File: config.mk
export PLATFORM = sky130hd
export DESIGN_NAME = reg_alu_seq
export DESIGN_NICKNAME = d
export VERILOG_FILES = /design/src/rtl/reg_alu_seq.sv
export SDC_FILE = /design/constraint.sdc
export NUM_CORES = 1
export LEC_CHECK = 0
export CORE_UTILIZATION = 40
export CTS_CLUSTER_DIAMETER = 120
export DETAILED_ROUTE_END_ITERATION = 10
export PLACE_DENSITY = 0.75
export SYNTH_ARGS = -nofsm -noshare
export SYNTH_HDL_FRONTEND = slang
export SYNTH_SLANG_ARGS = --single-unit
File: constraint.sdc
create_clock -name clk -period 2.6 [get_ports clk]
set_clock_uncertainty 0.1 [all_clocks]
set_input_delay 0.26 -clock clk [delete_from_list [all_inputs] [get_ports clk]]
set_output_delay 0.26 -clock clk [all_outputs]
set_load 0.005 [all_outputs]
File: src/rtl/reg_alu_seq.sv
// Register-file sequencer: accepts one reg-to-reg instruction, reads both
// operands, runs the 8-bit ALU and writes the result back (IDLE/READ/EXEC/WB).
module reg_alu_seq #(
  parameter int unsigned DATA_W = 8,
  parameter int unsigned ADDR_W = 4
) (
  input  logic              clk,
  input  logic              reset,
  input  logic              instr_valid,
  output logic              instr_ready,
  input  logic [2:0]        op,
  input  logic [ADDR_W-1:0] rd,
  input  logic [ADDR_W-1:0] rs1,
  input  logic [ADDR_W-1:0] rs2,
  input  logic [DATA_W-1:0] imm,
  output logic [ADDR_W-1:0] ra1,
  output logic [ADDR_W-1:0] ra2,
  input  logic [DATA_W-1:0] rdata1,
  input  logic [DATA_W-1:0] rdata2,
  output logic [ADDR_W-1:0] wa,
  output logic [DATA_W-1:0] wdata,
  output logic              we,
  output logic [DATA_W-1:0] result,
  output logic              carry,
  output logic              zero,
  output logic              done
);

  typedef enum logic [1:0] {IDLE, READ, EXEC, WB} state_t;
  typedef enum logic [2:0] {
    OP_ADD, OP_SUB, OP_AND, OP_OR, OP_XOR, OP_MOV, OP_LDI, OP_NOP
  } op_t;

  state_t              state_q, state_d;
  op_t                 op_q;
  logic [ADDR_W-1:0]   rd_q;
  logic [DATA_W-1:0]   imm_q;
  logic [DATA_W-1:0]   a_q, b_q;
  logic [DATA_W-1:0]   alu_res;
  logic                alu_c;
  logic [DATA_W:0]     sum, diff;

  assign instr_ready = (state_q == IDLE);

  always_ff @(posedge clk or negedge reset) begin
    if (!reset) state_q <= IDLE;
    else        state_q <= state_d;
  end

  always_comb begin
    state_d = state_q;
    case (state_q)
      IDLE: if (instr_valid) state_d = READ;
      READ: state_d = EXEC;
      EXEC: state_d = (op_q == OP_NOP) ? IDLE : WB;
      WB:   state_d = IDLE;
      default: state_d = IDLE;
    endcase
  end

  // Widened by one bit so the top bit is carry for ADD and borrow for SUB.
  assign sum  = {1'b0, a_q} + {1'b0, b_q};
  assign diff = {1'b0, a_q} - {1'b0, b_q};

  always_comb begin
    alu_res = '0;
    alu_c   = 1'b0;
    case (op_q)
      OP_ADD: begin alu_res = sum[DATA_W-1:0];  alu_c = sum[DATA_W];  end
      OP_SUB: begin alu_res = diff[DATA_W-1:0]; alu_c = diff[DATA_W]; end
      OP_AND: alu_res = a_q & b_q;
      OP_OR:  alu_res = a_q | b_q;
      OP_XOR: alu_res = a_q ^ b_q;
      OP_MOV: alu_res = a_q;
      OP_LDI: alu_res = imm_q;
      default: alu_res = '0;
    endcase
  end

  always_ff @(posedge clk or negedge reset) begin
    if (!reset) begin
      op_q   <= OP_NOP;
      rd_q   <= '0;
      imm_q  <= '0;
      a_q    <= '0;
      b_q    <= '0;
      ra1    <= '0;
      ra2    <= '0;
      wa     <= '0;
      wdata  <= '0;
      we     <= 1'b0;
      result <= '0;
      carry  <= 1'b0;
      zero   <= 1'b0;
      done   <= 1'b0;
    end else begin
      we   <= 1'b0;
      done <= 1'b0;
      case (state_q)
        IDLE: if (instr_valid) begin
          op_q  <= op_t'(op);
          rd_q  <= rd;
          imm_q <= imm;
          ra1   <= rs1;
          ra2   <= rs2;
        end
        READ: begin
          a_q <= rdata1;
          b_q <= rdata2;
        end
        EXEC: begin
          // done lands in WB, or in the following IDLE cycle for NOP.
          done <= 1'b1;
          if (op_q != OP_NOP) begin
            result <= alu_res;
            carry  <= alu_c;
            zero   <= (alu_res == '0);
            we     <= 1'b1;
            wa     <= rd_q;
            wdata  <= alu_res;
          end
        end
        default: ;
      endcase
    end
  end

endmodule
==> flow_summary.toml, run 1 <==
[floorplanning]
core_mm2 = 0.008382
die_width_um = 95.81
io_pins = 75
die_h_um = 95.81
rows = 33
start_util_pct = 41.99
die_area_mm2 = 0.009179

[synthesis]
netlist_instances = 357
synth_ff_type = "dfrtp_1"
synth_top_area_share_pct = 38.39
synth_edf_count = 0
synth.largest_area_cell = "dfrtp_1"
netlist_area_mm2 = 0.003520
synth-warning-count = 0
ys_ff_latch = 57
avgSynthCellArea_um2 = 9.859
synth_compound_area_share_pct = 17.38
synth_cell_types = 64
synthXorXnorAreaFrac_pct = 1.742
synthAdderAreaFrac_pct = 9.669
synthSimpleGateAreaFrac_pct = 12.19
synth_top_family_by_area = "compound AO/OA/AOI/OAI gates"
synthArstFlopShare_pct = 100.0
synth.net_count = 425
synthMuxAreaShare_pct = 10.38
synth_seq_area_share_pct = 40.63
ys_top_cells_by_area = "dfrtp_1, ha_1, mux2_2"

[cts]
h-tree-depth = 3
cts_tree = "yes"
numClockSinks = 57
cts_root_buffer = "clkbuf_8"
cts_buffers = 9
ctsLongestPathBuffers = 2
path_clk_slew_ps = 70
clock_latency_ps = 340

[drt]
drtIter0Drc = 126
ant_nets = 0
via_per_inst = 5.230
drc = 0
vias = 2882
dr.pass1.iters = 4
drt_wl_total_um = 8402
wl_per_cell_um = 15.25

[setup_path]
critical_path_class = "flop to flop"
cp-startpoint = "a_q[1]"
crit_chain = "inv_1 -> ha_1 -> o21bai_2 -> a21oi_2 -> o21bai_2 -> o22ai_1 -> xor2_1 -> a221o_1 -> mux2_2"
cp.required_ps = 2720
crit_path_top_delay_cell = "dfrtp_2"
path_max_fanout = 5
startpoint_type = "flop"
cp.arrival_ps = 2600
r2r_start = "a_q[1]"
slowest_delay_ps = 420
critPathCaptureType = "flop"
critical_path.most_common_cell = "o21bai_2"

[sta]
relSlewSlack_pct = 70.31
finalMaxSlewViolations = 0
tightest_slew_ps = 445.3
timing.final.ws_setup_ps = 113.8
setup_viol = 0
fmax_ghz = 0.4022
min_period_ps = 2486
rsz0062_at_grt = "true"
period_share_pct = 95.62
final_hold_viol_count = 0

[place]
hpwl_um = 6362
place.gp.congestion = 0.9076
portBuffers = 74
dp_slack_ps = -2.124
placed_area_mm2 = 0.004343

[pwr]
ir_worst_vdd_mv = 0.5804
p_leak_nw = 2.071
p_per_area_mw_per_mm2 = 1510

[final_layout]
layout_common_cells = "clkdlybuf4s50_1, dfrtp_1, nand2_1"
final_common_cell = "clkdlybuf4s50_1"
layout-drive-gt1-share_pct = 22.42
fin_util_pct = 56.28
areaGrowthSynthToFinish_pct = 34.02
post-route-cell-area_mm2 = 0.004717
fin_nets = 509
antenna_cells = 0

[status]
status = "finished clean"

[global_routing]
antenna_found_initial = 0
grt_max_degree = 34
first_global_vias = 2768
grt_pass1_wl_um = 13350
gr-total-overflow = 0
grt_use_total_pct = 19.60

[flow_run]
cap_violations = 0

[worst_hold_path]
hold_path_class = "input port to asynchronous set/reset pin"
## registers in the layout, summed over array words and instances (netlist names)
signal   flops
a_q          8
b_q          8
imm_q        8
result       8
ra1          4
ra2          4
rd_q         4
wa           4
op_q         3
state_q      2
carry        1
done         1
we           1
zero         1
## worst max-delay path, delay by kind of cell, from the launching register on
| kind | cells | cell delay, ps |
|---|---|---|
| AO/OA/AOI/OAI | 5 | 1020 |
| flip-flops | 1 | 420 |
| adder cells (fa/ha/maj) | 1 | 350 |
| multiplexers | 1 | 270 |
| buffers and inverters | 1 | 110 |
| XOR/XNOR | 1 | 100 |
## synthesized netlist by cell type, types with 2 or more instances
| cell | n |
|---|---|
| mux2_2 | 24 |
| nand3_1 | 3 |
| or2_2 | 3 |
| nand2_1 | 48 |
| xnor2_1 | 6 |
| nor2_1 | 14 |
| a211oi_1 | 3 |
| o22ai_1 | 3 |
| buf_2 | 7 |
| clkbuf_1 | 7 |
| buf_4 | 10 |
| dfrtp_1 | 54 |
| fa_1 | 2 |
| a221oi_1 | 2 |
| o21ai_0 | 29 |
| a211o_1 | 2 |
| o21bai_2 | 3 |
| dfstp_2 | 3 |
| nor2b_1 | 7 |
| nor3_1 | 6 |
| o21bai_1 | 3 |
| o31ai_1 | 2 |
| a21oi_2 | 2 |
| inv_1 | 23 |
| ha_1 | 24 |
| nand2b_1 | 2 |
| o21ai_1 | 2 |
| buf_6 | 4 |
| a21oi_1 | 15 |
| a221o_1 | 2 |
| a22oi_1 | 2 |
| mux2i_1 | 8 |
## metrics by stage
step | total power [W] | cells | hold WS, ps | TNS [ps]
3_5_place_dp | 0.005831 | 526 | 29.05 | -2.124
6_report | 0.007122 | 551 | 204.9 | 0
3_3_place_gp | 0.005738 | 526 | 24.89 | 0
4_1_cts | 0.006842 | 543 | 203.8 | 0
2_1_floorplan | 0.004476 | 357 | -135.6 | 0
5_1_grt | 0.007693 | 551 | 226.2 | -44.29
## report_power, final
part	leakage, nW	switching (W)	total (W)	internal (W)
registers	0.686	0.000409	0.00177	0.00136
logic	1.27	0.00217	0.00440	0.00223
clock network	0.113	0.000385	0.000953	0.000569
total	2.07	0.00296	0.00712	0.00416
## per-layer routing
layer  share of wire [%]  vias up  GRT usage (%)
met4                 1.9        0          6.219
met5                   0        -              0
met1                  44     1397          24.06
met2                  50       75          33.39
met3                 3.8       16          5.292
li1                    -     1394              -
## layout make-up
| type | instances | area [um2] |
|---|---|---|
| fill | 738 | 3665 |
| multi-input combinational | 246 | 1882 |
| sequential | 57 | 1433 |
| timing repair buffer | 102 | 948.4 |
| clock buffer | 10 | 137.6 |
| tap | 105 | 131.4 |
| inverter | 25 | 95.09 |
| clock inverter | 6 | 90.09 |
## kinds of logic (layout without fill, tap and decap cells)
family | Yosys count | in the layout
AOI/OAI and AO/OA | 86 | 86
xor gates and xnor gates | 7 | 7
adders and majority gates | 26 | 26
buffers and inverters | 54 | 143
DFF | 57 | 57
muxes | 33 | 33
and+or+nand+nor | 94 | 94
## worst paths after layout
kind                        endpoint  slack [ps]  cells after the start
hold / removal             result[5]         200                      2
max in group asynchronous    op_q[1]        1510                      3
min in group clk             op_q[2]         360                      3
setup reg to reg           result[7]         110                      9
hold reg to reg                wa[3]         370                      2
setup / recovery           result[7]         110                      9
## repair_timing
| item | 4_1_cts | 5_1_grt |
|---|---|---|
| pin swaps | 0 | 12 |
| setup endpoints to repair | 1 | 2 |
| hold buffers | 1 | 0 |
| hold endpoints to repair | 26 | 0 |
| resized for setup | 1 | 14 |
| setup buffers | 0 | 8 |
| gates cloned | 0 | 0 |
No activity file was read; power rests on OpenSTA's default activity.
==> run 2, diff against run 1 <==
--- a/config.mk
+++ b/config.mk
@@ -8,7 +8,7 @@
 export CORE_UTILIZATION = 40
 export CTS_CLUSTER_DIAMETER = 120
 export DETAILED_ROUTE_END_ITERATION = 10
-export PLACE_DENSITY = 0.75
+export PLACE_DENSITY = 0.65
 export SYNTH_ARGS = -nofsm -noshare
 export SYNTH_HDL_FRONTEND = slang
 export SYNTH_SLANG_ARGS = --single-unit
==> run 2 against run 1 <==
Worst hold slack gained 62 ps. Combinational power decreased by 4%. Sequential cell count unchanged. Clock power is 20% lower. Setup slack gained 8.5 ps. Critical path depth is the same. Die area unchanged. Sequential power fell by 2%. Global-route usage grew 0.57 points. Critical endpoint unchanged. Largest cell class unchanged.
==> flow_summary.toml, run 2 (synthesis gave the netlist of run 1 again) <==
[status]
status = "finished clean"

[pwr]
power.internal_w = 0.003853
switching_share_pct = 42.79
ir_worst_vdd_mv = 0.5772
comb_power_share_pct = 62.9
pwr-share-clk_pct = 11.4
p_leak_nw = 2.012
p_switching_w = 0.002881
p_per_area_mw_per_mm2 = 1463
seqPwrFrac_pct = 25.7

[cts]
clock_latency_ps = 340
h-tree-depth = 3
path_clk_slew_ps = 70
cts_tree = "yes"
ctsLongestPathBuffers = 2
cts_buffers = 9
cts_root_buffer = "clkbuf_8"
numClockSinks = 57

[drt]
drc = 0
vias = 2838
dr.pass1.iters = 4
wl_per_cell_um = 15.54
ant_nets = 0
drt_wl_total_um = 8471
via_per_inst = 5.207
drtIter0Drc = 82

[global_routing]
grt_max_degree = 34
use_met3_pct = 4.265
first_global_vias = 2839
grt_pass1_wl_um = 14040
global_route.usage.met1_pct = 25.84
top_usage_layer = "met2"
grt_use_total_pct = 20.17
grtUsageMet2_pct = 33.87
gr-total-overflow = 0
antenna_found_initial = 0

[setup_path]
reg2reg_depth = 9
critPathCaptureType = "flop"
cp.required_ps = 2720
cp.arrival_ps = 2600
crit_path_top_delay_cell = "dfrtp_2"
cp-startpoint = "a_q[1]"
timing.rr.end = "result[7]"
rrSetupSlack_ps = 120
r2r_start = "a_q[1]"
crit_chain = "inv_1 -> ha_1 -> o21bai_2 -> a21oi_4 -> o21bai_4 -> o22ai_1 -> xor2_1 -> a221o_1 -> mux2_2"
slowest_delay_ps = 420
critical_path_class = "flop to flop"
crit_path_end = "result[7]"
path_max_fanout = 5
startpoint_type = "flop"

[floorplanning]
die_area_mm2 = 0.009179
io_pins = 75
die_width_um = 95.81
rows = 33
die_h_um = 95.81
start_util_pct = 41.99
core_mm2 = 0.008382

[final_layout]
antenna_cells = 0
layout-drive-gt1-share_pct = 21.36
areaGrowthSynthToFinish_pct = 30.79
final_common_cell = "clkdlybuf4s50_1"
fin_nets = 503
layout_common_cells = "clkdlybuf4s50_1, dfrtp_1, nand2_1"

[sta]
relSlewSlack_pct = 68.67
rsz0062_at_grt = "false"
timing.final.ws_setup_ps = 122.3
fmax_ghz = 0.4036
setup_viol = 0
timing.setup.tns_ps = 0
final_hold_viol_count = 0
tightest_slew_ps = 468.9
min_period_ps = 2478
finalMaxSlewViolations = 0
period_share_pct = 95.30

[flow_run]
cap_violations = 0

[place]
hpwl_um = 6435
place.gp.congestion = 0.8943
portBuffers = 74
dp_slack_ps = 51.56

[worst_hold_path]
hold_path_class = "input port to asynchronous set/reset pin"
-- run 2: repair_timing --
action / in CTS / in global routing
resized for setup: 0 / 12
buffers inserted: 0 / 2
hold buffers: 1 / 0
hold endpoints to repair: 13 / 0
endpoints found under the setup margin: 0 / 2
-- run 2: layout make-up --
class	instances	area, um2
clock buffers	11	151.4
well taps	105	131.4
multi-input cells	246	1859
fillers	790	3779
flip-flops and latches	57	1433
repair buffers	96	903.4
clock inverters	5	30.03
inverters	25	95.09
-- run 2: how the worst min path moves through the flow --
stage	start	endpoint	slack, ps	cells after the start
global route	reset	b_q[1]	300	2
finish	reset	b_q[1]	270	2
global placement	reset	b_q[1]	100	1
floorplan	reset	a_q[0]	-140	0
CTS	reset	b_q[1]	270	2
detailed placement	reset	b_q[1]	110	1
-- run 2: worst max-delay path, delay by kind of cell (launching register included) --
kind	cells	cell delay [ps]
xor+xnor	1	150
buf+inv	1	110
fa+ha+maj	1	360
mux	1	270
flops	1	420
compound gates	5	950
-- run 2: through the flow --
step	hold slack (ps)	std cells	power, W	instance area, um2	util, %
global route	304.9	545	0.007337	4603	54.92
floorplan	-135.6	357	0.004476	3520	-
detailed placement	105.8	526	0.005807	4345	51.84
global placement	102.3	526	0.005750	4345	51.84
CTS	267.4	543	0.006611	4537	54.13
finish	267.2	545	0.006734	4603	54.92
-- run 2: power groups by stage --
stage | Combinational, W | Sequential (W) | Clock (W)
floorplan | 0.00286 | 0.00162 | 0
global route | 0.00472 | 0.00179 | 0.000824
finish | 0.00424 | 0.00173 | 0.000766
CTS | 0.00408 | 0.00173 | 0.000794
global placement | 0.00402 | 0.00173 | 0
detailed placement | 0.00406 | 0.00174 | 0
-- run 2: layer usage --
| layer | share of wire, % | routed length, um |
|---|---|---|
| met3 | 3.8 | 323 |
| met1 | 46 | 3855 |
| met4 | 1.6 | 133 |
| met5 | 0 | 0 |
| met2 | 49 | 4158 |
